--- src/rtl/sc_pkg.sv ---
// Shared constants and helpers for the stochastic-computing blocks.
package sc_pkg;

    localparam int DEFAULT_DIMENSION = 4;
    localparam int DEFAULT_WIDTH     = 8;

    // Pipeline fill tracking; saturates at FILL_FULL until the next reset.
    typedef enum logic [1:0] {
        FILL_EMPTY = 2'd0,
        FILL_ONE   = 2'd1,
        FILL_FULL  = 2'd2
    } fill_state_e;

    function automatic int clog2(input int value);
        int result;
        int remaining;
        result    = 0;
        remaining = value - 1;
        while (remaining > 0) begin
            result    = result + 1;
            remaining = remaining >> 1;
        end
        return result;
    endfunction

endpackage

--- src/rtl/sc_dot_product_unit_if.sv ---
// Stream bundle between the SNG/counter front end and the dot-product engine.
interface sc_dot_product_unit_if
    import sc_pkg::*;
#(
    parameter int DIMENSION = DEFAULT_DIMENSION,
    parameter int SEL_WIDTH = clog2(DIMENSION)
);

    logic [DIMENSION-1:0] data;
    logic [DIMENSION-1:0] weights;
    logic [SEL_WIDTH-1:0] sel;
    logic                 result;
    logic                 valid;

    modport master (
        output data,
        output weights,
        output sel,
        input  result,
        input  valid
    );

    modport slave (
        input  data,
        input  weights,
        input  sel,
        output result,
        output valid
    );

endinterface

--- src/rtl/sc_mux_adder.sv ---
// Scaled stochastic adder: one lane picked by sel each cycle, output registered.
module sc_mux_adder
    import sc_pkg::*;
#(
    parameter int DIMENSION = DEFAULT_DIMENSION,
    parameter int SEL_WIDTH = clog2(DIMENSION)
) (
    input  logic                 clk,
    input  logic                 rst,
    input  logic [DIMENSION-1:0] lanes,
    input  logic [SEL_WIDTH-1:0] sel,
    output logic                 result
);

    always_ff @(posedge clk) begin
        if (rst) begin
            result <= 1'b0;
        end else begin
            result <= lanes[sel];
        end
    end

endmodule

--- src/rtl/sc_dot_product_unit.sv ---
// Stochastic dot product: lane-wise AND multiply, then mux-adder scaled sum.
module sc_dot_product_unit
    import sc_pkg::*;
#(
    parameter int DIMENSION = DEFAULT_DIMENSION,
    parameter int SEL_WIDTH = clog2(DIMENSION)
) (
    input logic                clk,
    input logic                rst,
    sc_dot_product_unit_if.slave bus
);

    logic [DIMENSION-1:0] prod;
    logic [SEL_WIDTH-1:0] sel_q;
    logic                 result_q;
    fill_state_e          fill_state;

    // sel travels with the products so each select picks the lane it was issued with.
    always_ff @(posedge clk) begin
        if (rst) begin
            prod  <= '0;
            sel_q <= '0;
        end else begin
            prod  <= bus.data & bus.weights;
            sel_q <= bus.sel;
        end
    end

    always_ff @(posedge clk) begin
        if (rst) begin
            fill_state <= FILL_EMPTY;
        end else begin
            case (fill_state)
                FILL_EMPTY: fill_state <= FILL_ONE;
                FILL_ONE:   fill_state <= FILL_FULL;
                default:    fill_state <= FILL_FULL;
            endcase
        end
    end

    sc_mux_adder #(
        .DIMENSION (DIMENSION),
        .SEL_WIDTH (SEL_WIDTH)
    ) u_mux_adder (
        .clk    (clk),
        .rst    (rst),
        .lanes  (prod),
        .sel    (sel_q),
        .result (result_q)
    );

    assign bus.result = result_q;
    assign bus.valid  = (fill_state == FILL_FULL);

endmodule

--- src/flat_wrapper.sv ---
// flat-port wrapper written by rule: the top's interface ports become plain ports
module sc_dot_product_unit_flat import sc_pkg::*;
#(
    parameter int DIMENSION = DEFAULT_DIMENSION,
    parameter int SEL_WIDTH = clog2(DIMENSION)
)
  (clk, rst, bus_data, bus_weights, bus_sel, bus_result, bus_valid);
  sc_dot_product_unit_if #(.DIMENSION(DIMENSION), .SEL_WIDTH(SEL_WIDTH)) bus_i ();
  input logic clk;
  input logic rst;
  input wire logic [$bits(bus_i.data)-1:0] bus_data;
  input wire logic [$bits(bus_i.weights)-1:0] bus_weights;
  input wire logic [$bits(bus_i.sel)-1:0] bus_sel;
  output wire logic [$bits(bus_i.result)-1:0] bus_result;
  output wire logic [$bits(bus_i.valid)-1:0] bus_valid;
  assign bus_i.data = bus_data;
  assign bus_i.weights = bus_weights;
  assign bus_i.sel = bus_sel;
  assign bus_result = bus_i.result;
  assign bus_valid = bus_i.valid;
  sc_dot_product_unit #(.DIMENSION(DIMENSION), .SEL_WIDTH(SEL_WIDTH)) u_core (.clk(clk), .rst(rst), .bus(bus_i));
endmodule
--- config.mk ---
export PLATFORM = sky130hd
export DESIGN_NAME = sc_dot_product_unit_flat
export DESIGN_NICKNAME = d
export VERILOG_FILES = /design/src/rtl/sc_pkg.sv /design/src/rtl/sc_dot_product_unit_if.sv /design/src/rtl/sc_mux_adder.sv /design/src/rtl/sc_dot_product_unit.sv /design/src/flat_wrapper.sv
export SDC_FILE = /design/constraint.sdc
export NUM_CORES = 1
export LEC_CHECK = 0
export ABC_AREA = 0
export CORE_AREA = 2 2 39 41
export DETAILED_ROUTE_END_ITERATION = 12
export DIE_AREA = 0 0 41 43
export HOLD_SLACK_MARGIN = 0.06
export SYNTH_ARGS = -nofsm -noshare
export SYNTH_HDL_FRONTEND = slang
export SYNTH_HIERARCHICAL = 1
export SYNTH_SLANG_ARGS = --single-unit
--- constraint.sdc ---
create_clock -name clk -period 1 [get_ports clk]
set_clock_uncertainty 0.1 [all_clocks]
set_input_delay 0.2 -clock clk [delete_from_list [all_inputs] [get_ports clk]]
set_output_delay 0.2 -clock clk [all_outputs]
set_load 0.005 [all_outputs]
# Word level (Yosys, flattened, before mapping)

Index checks and enable logic that the tools add are counted.

Flip-flop bits (word level): 9
Output and inout bits: 2
Logic and storage cells: 11

$lt $le $gt $ge: 1
Eq/ne operators: 1
Mux-type cells: 3
Bitwise operators: 1
Reduce and logical (&&, ||, !) cells: 1

Operator list:

| cell                                                        | count |
|---|---|
| AND 4 bit                                                   | 1 |
| less-than comparator 2 x 3 -> 1 bit (second input constant) | 1 |
| binary-select mux 1 bit (select 2 bit)                      | 1 |
| == test 2 bit (second input constant)                       | 1 |
| zero test 2 bit                                             | 1 |
| 2-to-1 mux 2 bit                                            | 1 |
| 2-to-1 mux 1 bit                                            | 1 |

# Depth between registers and ports, before layout

Gate-level depths: netlist of the first run.

Word-level depth: 2
Depth in mapped cells: 2
Mapped depth without buffers: 2

# Modules after synthesis

The synthesis of the first run kept the hierarchy.

By module, submodules not included:

| module              | times used | cells an instance | area each (um^2) |
|---|---|---|---|
| sc_dot_product_unit | 1          | 17                | 229.0 |
| sc_mux_adder        | 1          | 3                 | 56.3 |

# Worst setup path after synthesis of the first run

No wires, ideal clock.

Kind: flip-flop to flip-flop
Start: register u_core.sel_q[0]
End: register u_core.u_mux_adder.result
Library setup time: 112 ps
Data arrival time: 913 ps
Required time: 788 ps
Slack: -124 ps
Stages on the path, launching flop included: 3
Path buffers: 0
Period minus slack after synthesis: 1124 ps
Cells stage by stage: dfxtp_1 > mux4_2 > nor2b_4

Word-level cells in the longest chain between the ends: 2

Ends and longest elaborated chain:

| what                                   | RTL line                  | source |
|---|---|---|
| from (decl)                            | sc_dot_product_unit.sv:14 | `logic [SEL_WIDTH-1:0] sel_q;` |
| from (signal assigned)                 | sc_dot_product_unit.sv:25 | `sel_q <= bus.sel;` |
| binary-select mux 1 bit (select 2 bit) | sc_mux_adder.sv:19        | `result <= lanes[sel];` |
| 2-to-1 mux 1 bit (implied by the code) | sc_mux_adder.sv:19        |  |
| to (signal assigned)                   | sc_mux_adder.sv:19        |  |
| to (decl)                              | sc_mux_adder.sv:12        | `output logic result` |

Every way passes these cells. The select of a mux whose other input is x is not followed.
A chain may end at the register's enable or synchronous reset.

# Worst setup path after layout of the first run

Same ends and word-level chain as after synthesis.

==> impl_metrics.tcl, run 1 <==
set metrics [dict create \
    avgSynthCellArea_um2 14.26 \
    kind_of_start_point_of_the_critical_path "flop" \
    final_antenna_net_count 0 \
    met3RoutedLength_um 105 \
    commonest_register_cell_after_synthesis "sky130_fd_sc_hd__dfxtp_1" \
    cts_max_path_buffers 2 \
    post_synth_inst_count 20 \
    place_congestion 0.6346 \
    critical_path_peak_fanout 1 \
    h-tree-depth 1 \
    timing.final.hold_violations 0 \
    yosysWarnings 6 \
    synth_seq_area_share_pct 63.16 \
    placement.io_buffers 13 \
    power_density_nw_per_um2 1564 \
    clock.fmax_ghz 0.8689 \
    start_util_pct 20.61 \
    detail_route.vias_per_cell 3.911 \
    worst_slack_ps -150.8 \
    globalRoute.totalOverflow 0 \
    cp_slowest_stage_delay_ps 490 \
    die_width_um 41 \
    min_period_over_period_pct 115.1 \
    placed_cell_area_um2 459.2 \
    die_h_um 43 \
    timing.hold.worst.start "bus_sel[0]" \
    timing.max_cap.violations 0 \
    vdd.ir_drop.worst_mv 0.8254 \
    drt_first_iter_violations 6 \
    drt-pass1-iter-count 2 \
    synth_simple_gate_area_share_pct 25.44 \
    slew_headroom_pct 87.51 \
    min-delay-path-class "in2reg" \
    final_area_um2 490.5 \
    finalSetupViolations 2 \
    criticalPathCategory "reg2reg" \
    core_um2 1384 \
    clkTransAtPathRegs_ps 60 \
    mappedNetlistArea_um2 285.3 \
    drive_above_1_share_pct 32.50 \
    drc_violation_count_after_routing 0 \
    die_area_um2 1763 \
    ys_types 7 \
    post_dr_wirelength_cell_um 9.518 \
    detail_route.wirelength_um 533 \
    async_flop_share_pct 0 \
    setup-tns-final_ps -254.1 \
    synth_compound_gate_area_share_pct 3.509 \
    synth-edff-count 0 \
    worst_ep_arrival_time_ps 1210 \
    slew_viol_final 0 \
    dp_slack_ps -262.8 \
    initial_antenna_violation_count 0 \
    maxUsedRoutingLayer "met3" \
    worst_pin_slew_ps 186.8 \
    drt-met1-wl_um 202 \
    clock_tree_from_tritoncts "built" \
    utilization_of_the_core_after_routing_pct 35.44 \
    outcome "finished, violations left" \
    cts.sink_count 9 \
    synthMuxAreaShare_pct 7.895 \
    crit_path_end_kind "flop" \
    number_of_primary_i_o_pins 14 \
    flow.area_growth_from_synthesis_pct 71.93 \
    layout.nets 53 \
    synth_adder_area_share_pct 0 \
    synthesis.nets 32 \
    grt_first_pass_wirelength_um 738 \
    timing.rr.start "u_core/sel_q[0]" \
    area_taken_by_multi_input_logic_gates_um2 112.6 \
    worstSetupStartpoint "u_core/sel_q[0]" \
    grt_pass1_vias 185 \
    failed_checks "negative setup slack" \
    crit_path_top_delay_cell "sky130_fd_sc_hd__mux4_2" \
    cellLeakagePower_nw 0.2178 \
    timing.critical_path.required_ps 1060 \
    layout_min_cycle_time_ps 1151 \
    antenna_cells 0 \
    netlist.area_leader.share_pct 63.16 \
    synthMostInstantiatedCell "sky130_fd_sc_hd__dfxtp_1" \
    hold_ws_ps 385.9 \
    clk_latency_ps 260 \
    filler_cell_count 137 \
    cts_made_buffers 3 \
    cell_by_cell_listing_of_the_critical_path "mux4_2 > nor2b_4" \
    cts_root_buffer "sky130_fd_sc_hd__clkbuf_4" \
    synth_top_family_by_area "simple AND/OR/NAND/NOR gates" \
    setup_repair_after_global_routing_missed_its_margin "yes" \
    grt_start_max_net_pins 8 \
    ff_latch_area_um2 182.7 \
    core.rowCount 14 \
    detailroute.via_count 219 \
    synthTopCellsByCount "9 x sky130_fd_sc_hd__dfxtp_1, 4 x sky130_fd_sc_hd__and3b_1, 3 x sky130_fd_sc_hd__nor2b_1" \
    netlist.top_cell.by_area "sky130_fd_sc_hd__dfxtp_1" \
    post_synth_xor_area_fraction_pct 0 \
    total_met2_wirelength_after_detailed_routing_um 224 \
    synth.area.top_cells "sky130_fd_sc_hd__dfxtp_1 63%, sky130_fd_sc_hd__and3b_1 12%, sky130_fd_sc_hd__mux4_2 7.9%, sky130_fd_sc_hd__nor2b_1 6.6%, sky130_fd_sc_hd__nor2b_4 4.8%" \
    globalRouteTotalUtil_pct 6.977 \
    postSynthRegisterBits 9 \
]
routing by layer:
metal / global-route usage [%] / vias up
met3: 8.377 / 0
met5: 0 / -
li1: - / 109
met1: 8.224 / 94
met4: 2.000 / 0
met2: 7.813 / 16
worst max-delay path, delay by kind of cell, from the launching register on:
kind             cells  cell delay, ps
AND/OR/NAND/NOR      1             130
multiplexers         1             490
flip-flops           1             330
through the flow:
| stage | std cells | power [W] |
|---|---|---|
| finish | 56 | 0.0007669 |
| global route | 56 | 0.0008085 |
| CTS | 56 | 0.0007744 |
| detailed placement | 52 | 0.0004964 |
| global placement | 52 | 0.0004919 |
| floorplan | 20 | 0.0004202 |
sequential cells by signal, summed over array words and instances, names as in the netlist:
name / cells
u_core/u_mux_adder/result: 1
u_core/fill_state: 2
u_core/prod: 4
u_core/sel_q: 2
placed cells by master (no fill, tap or decap):
| cell | count |
|---|---|
| sky130_fd_sc_hd__nor3_1 | 1 |
| sky130_fd_sc_hd__and3b_1 | 4 |
| sky130_fd_sc_hd__nor2b_1 | 2 |
| sky130_fd_sc_hd__buf_6 | 1 |
| sky130_fd_sc_hd__clkdlybuf4s50_1 | 11 |
| sky130_fd_sc_hd__o21ba_1 | 1 |
| sky130_fd_sc_hd__buf_4 | 3 |
| sky130_fd_sc_hd__mux4_2 | 1 |
| sky130_fd_sc_hd__clkbuf_4 | 3 |
| sky130_fd_sc_hd__dfxtp_1 | 7 |
| sky130_fd_sc_hd__nor2b_4 | 2 |
| sky130_fd_sc_hd__clkbuf_1 | 1 |
| sky130_fd_sc_hd__dfxtp_2 | 2 |
| sky130_fd_sc_hd__buf_2 | 1 |
timing repair:
action                     in CTS  in global routing
pin swaps                       0                  0
setup endpoints to repair       3                  2
buffers inserted                0                  0
hold buffers                    0                  0
resized for setup               9                  2
layout make-up:
class | count | area share [%]
tap | 16 | 4.082
multi-input combinational | 11 | 22.96
clock buffer | 4 | 5.357
timing repair buffer | 16 | 30.36
sequential | 9 | 37.24
where the power goes:
part	internal, W	leakage [nW]	total [W]	switching, W
registers	0.000381	0.0749	0.000391	0.00000984
clock network	0.000153	0.0150	0.000273	0.000120
logic	0.0000801	0.128	0.000103	0.0000228
kinds of logic after synthesis:
family | after synthesis
DFF | 9
and+or+nand+nor | 9
muxes | 1
AOI/OAI and AO/OA | 1
worst paths after layout:
| kind | endpoint | slack (ps) | cells past startpoint |
|---|---|---|---|
| max | u_core/u_mux_adder/result | -150 | 2 |
| min | u_core/sel_q[0] | 390 | 2 |
| max reg2reg | u_core/u_mux_adder/result | -150 | 2 |
| min reg2reg | u_core/fill_state[0] | 410 | 2 |
(Power assumes the default switching activity.)
==> run 2: changes to the inputs <==
PLACE_DENSITY = 0.48   (was unset)
==> run 2 against run 1 <==
Against the previous run: the run still ends with negative setup slack left; clock power fell by 1%; sequential power about the same; first-iteration DRC count decreased by 100%; core utilization fell by 0.36 points; non-clock buffer count is the same; cell count stayed put; sequential share of layout area rose by 0.64 points; total power decreased by 1.5%; flip-flop and latch count unchanged; register-to-register slack about the same; critical endpoint unchanged.
==> impl_metrics.tcl, run 2 (synthesis gave the netlist of run 1 again) <==
set metrics [dict create \
    grt_use_met1_pct 5.844 \
    cts.sink_count 9 \
    cts_made_buffers 3 \
    detailroute.via_count 218 \
    use_met3_pct 7.853 \
    failed_checks "negative setup slack" \
    globalRouteTotalUtil_pct 7.251 \
    clk_latency_ps 250 \
    cellLeakagePower_nw 0.2167 \
    criticalPathCategory "reg2reg" \
    sw_frac_of_total_pct 19.42 \
    timing.final.hold_violations 0 \
    worst_pin_slew_ps 129.9 \
    start_util_pct 20.61 \
    hold_ws_ps 348.1 \
    cts_root_buffer "sky130_fd_sc_hd__clkbuf_4" \
    largest_register_ff_count 4 \
    kind_of_start_point_of_the_critical_path "flop" \
    grt_most_used_layer "met2" \
    crit_path_leading_delay_family "multiplexers" \
    power_switching_w 0.0001466 \
    slew_headroom_pct 91.27 \
    grtUsageMet2_pct 10.31 \
    clock.fmax_ghz 0.8769 \
    die_h_um 43 \
    detail_route.wirelength_um 501 \
    p_int_w 0.0006085 \
    slew_viol_final 0 \
    grt_start_max_net_pins 6 \
    die_width_um 41 \
    post_dr_wirelength_cell_um 8.946 \
    final_antenna_net_count 0 \
    p_seq_share_pct 52.0 \
    drc_violation_count_after_routing 0 \
    worst_slack_ps -140.3 \
    power_density_nw_per_um2 1555 \
    die_area_um2 1763 \
    number_of_primary_i_o_pins 14 \
    globalRoute.totalOverflow 0 \
    cts_max_path_buffers 2 \
    detailed_place_hpwl_um 409.6 \
    grt_pass1_vias 203 \
    placement.io_buffers 13 \
    mostFrequentLayoutCell "sky130_fd_sc_hd__clkdlybuf4s50_1" \
    numPlacedInstances 52 \
    power_frac_comb_pct 12.4 \
    crit_path_end_kind "flop" \
    core_um2 1384 \
    clockPowerShare_pct 35.6 \
    h-tree-depth 1 \
    dp_slack_ps -222.0 \
    timing.max_cap.violations 0 \
    clock_tree_from_tritoncts "built" \
    drt_first_iter_violations 0 \
    min_period_over_period_pct 114.0 \
    flow.area_growth_from_synthesis_pct 70.18 \
    min-delay-path-class "reg2reg" \
    setup-tns-final_ps -230.5 \
    core.rowCount 14 \
    critical_path_buf_inv_count 0 \
    drt-pass1-iter-count 1 \
    place_congestion 0.5915 \
    vdd.ir_drop.worst_mv 0.7019 \
    top_register "u_core/prod" \
    critical_path_peak_fanout 1 \
    crit_path_top_delay_cell "sky130_fd_sc_hd__mux4_2" \
    cell_by_cell_listing_of_the_critical_path "mux4_2 > nor2b_4" \
    initial_antenna_violation_count 0 \
    cp_slowest_stage_delay_ps 480 \
    drive_above_1_share_pct 35.00 \
    setup_repair_after_global_routing_missed_its_margin "yes" \
    antenna_cells 0 \
    timing.critical_path.required_ps 1050 \
    stdcell_count 56 \
    top_regs "u_core/prod x4, u_core/fill_state x2, u_core/sel_q x2" \
    layout.nets 53 \
    finalSetupViolations 2 \
    worst_ep_arrival_time_ps 1190 \
    outcome "finished, violations left" \
    clkTransAtPathRegs_ps 60 \
    layout_min_cycle_time_ps 1140 \
    total_power_w 0.0007551 \
    most-common-layout-cells "11 x sky130_fd_sc_hd__clkdlybuf4s50_1, 6 x sky130_fd_sc_hd__dfxtp_1, 4 x sky130_fd_sc_hd__and3b_1" \
    grt_first_pass_wirelength_um 772 \
    detail_route.vias_per_cell 3.893 \
]
run 2: worst register-to-register path, stage by stage (launching register included):
cell and delay [ps]:
sky130_fd_sc_hd__dfxtp_2 330, sky130_fd_sc_hd__mux4_2 480, sky130_fd_sc_hd__nor2b_4 130
run 2: through the flow:
| step | cell area (µm²) | util (%) |
|---|---|---|
| after floorplan | 286.5 | - |
| after global placement | 459.2 | 33.18 |
| after detailed placement | 459.2 | 33.18 |
| after CTS | 476.7 | 34.45 |
| after global routing | 485.5 | 35.08 |
| final | 485.5 | 35.08 |
run 2: final cells by class:
type                    instances  area [µm²]
multi-input cells              11       112.6
well taps                      16       20.02
fillers                       145       898.4
repair buffers                 16       142.6
clock buffers                   4       26.28
flip-flops and latches          9       183.9
run 2: repair_timing:
| item | CTS | global route |
|---|---|---|
| setup endpoints to repair | 3 | 3 |
| setup buffers | 0 | 0 |
| hold buffers | 0 | 0 |
| gates resized for setup | 9 | 2 |
run 2: power groups by stage:
stage,registers (W),clock network (W),logic (W)
floorplan,0.000395,0,0.0000251
global route,0.000394,0.000317,0.000101
detailed placement,0.000397,0,0.0000960
finish,0.000392,0.000269,0.0000938
global placement,0.000396,0,0.0000938
CTS,0.000389,0.000287,0.0000918
run 2: final timing paths:
path	startpoint	end	slack, ps	cells past startpoint
worst max-delay path	u_core/sel_q[0]	u_core/u_mux_adder/result	-140	2
worst min-delay path	u_core/fill_state[0]	u_core/fill_state[0]	350	1
worst max register to register	u_core/sel_q[0]	u_core/u_mux_adder/result	-140	2
worst min register to register	u_core/fill_state[0]	u_core/fill_state[0]	350	1
run 2: layer usage:
metal	share of wire (%)	vias up
li1	-	110
met1	37	93
met2	46	15
met3	17	0
met4	0	0
met5	0	-
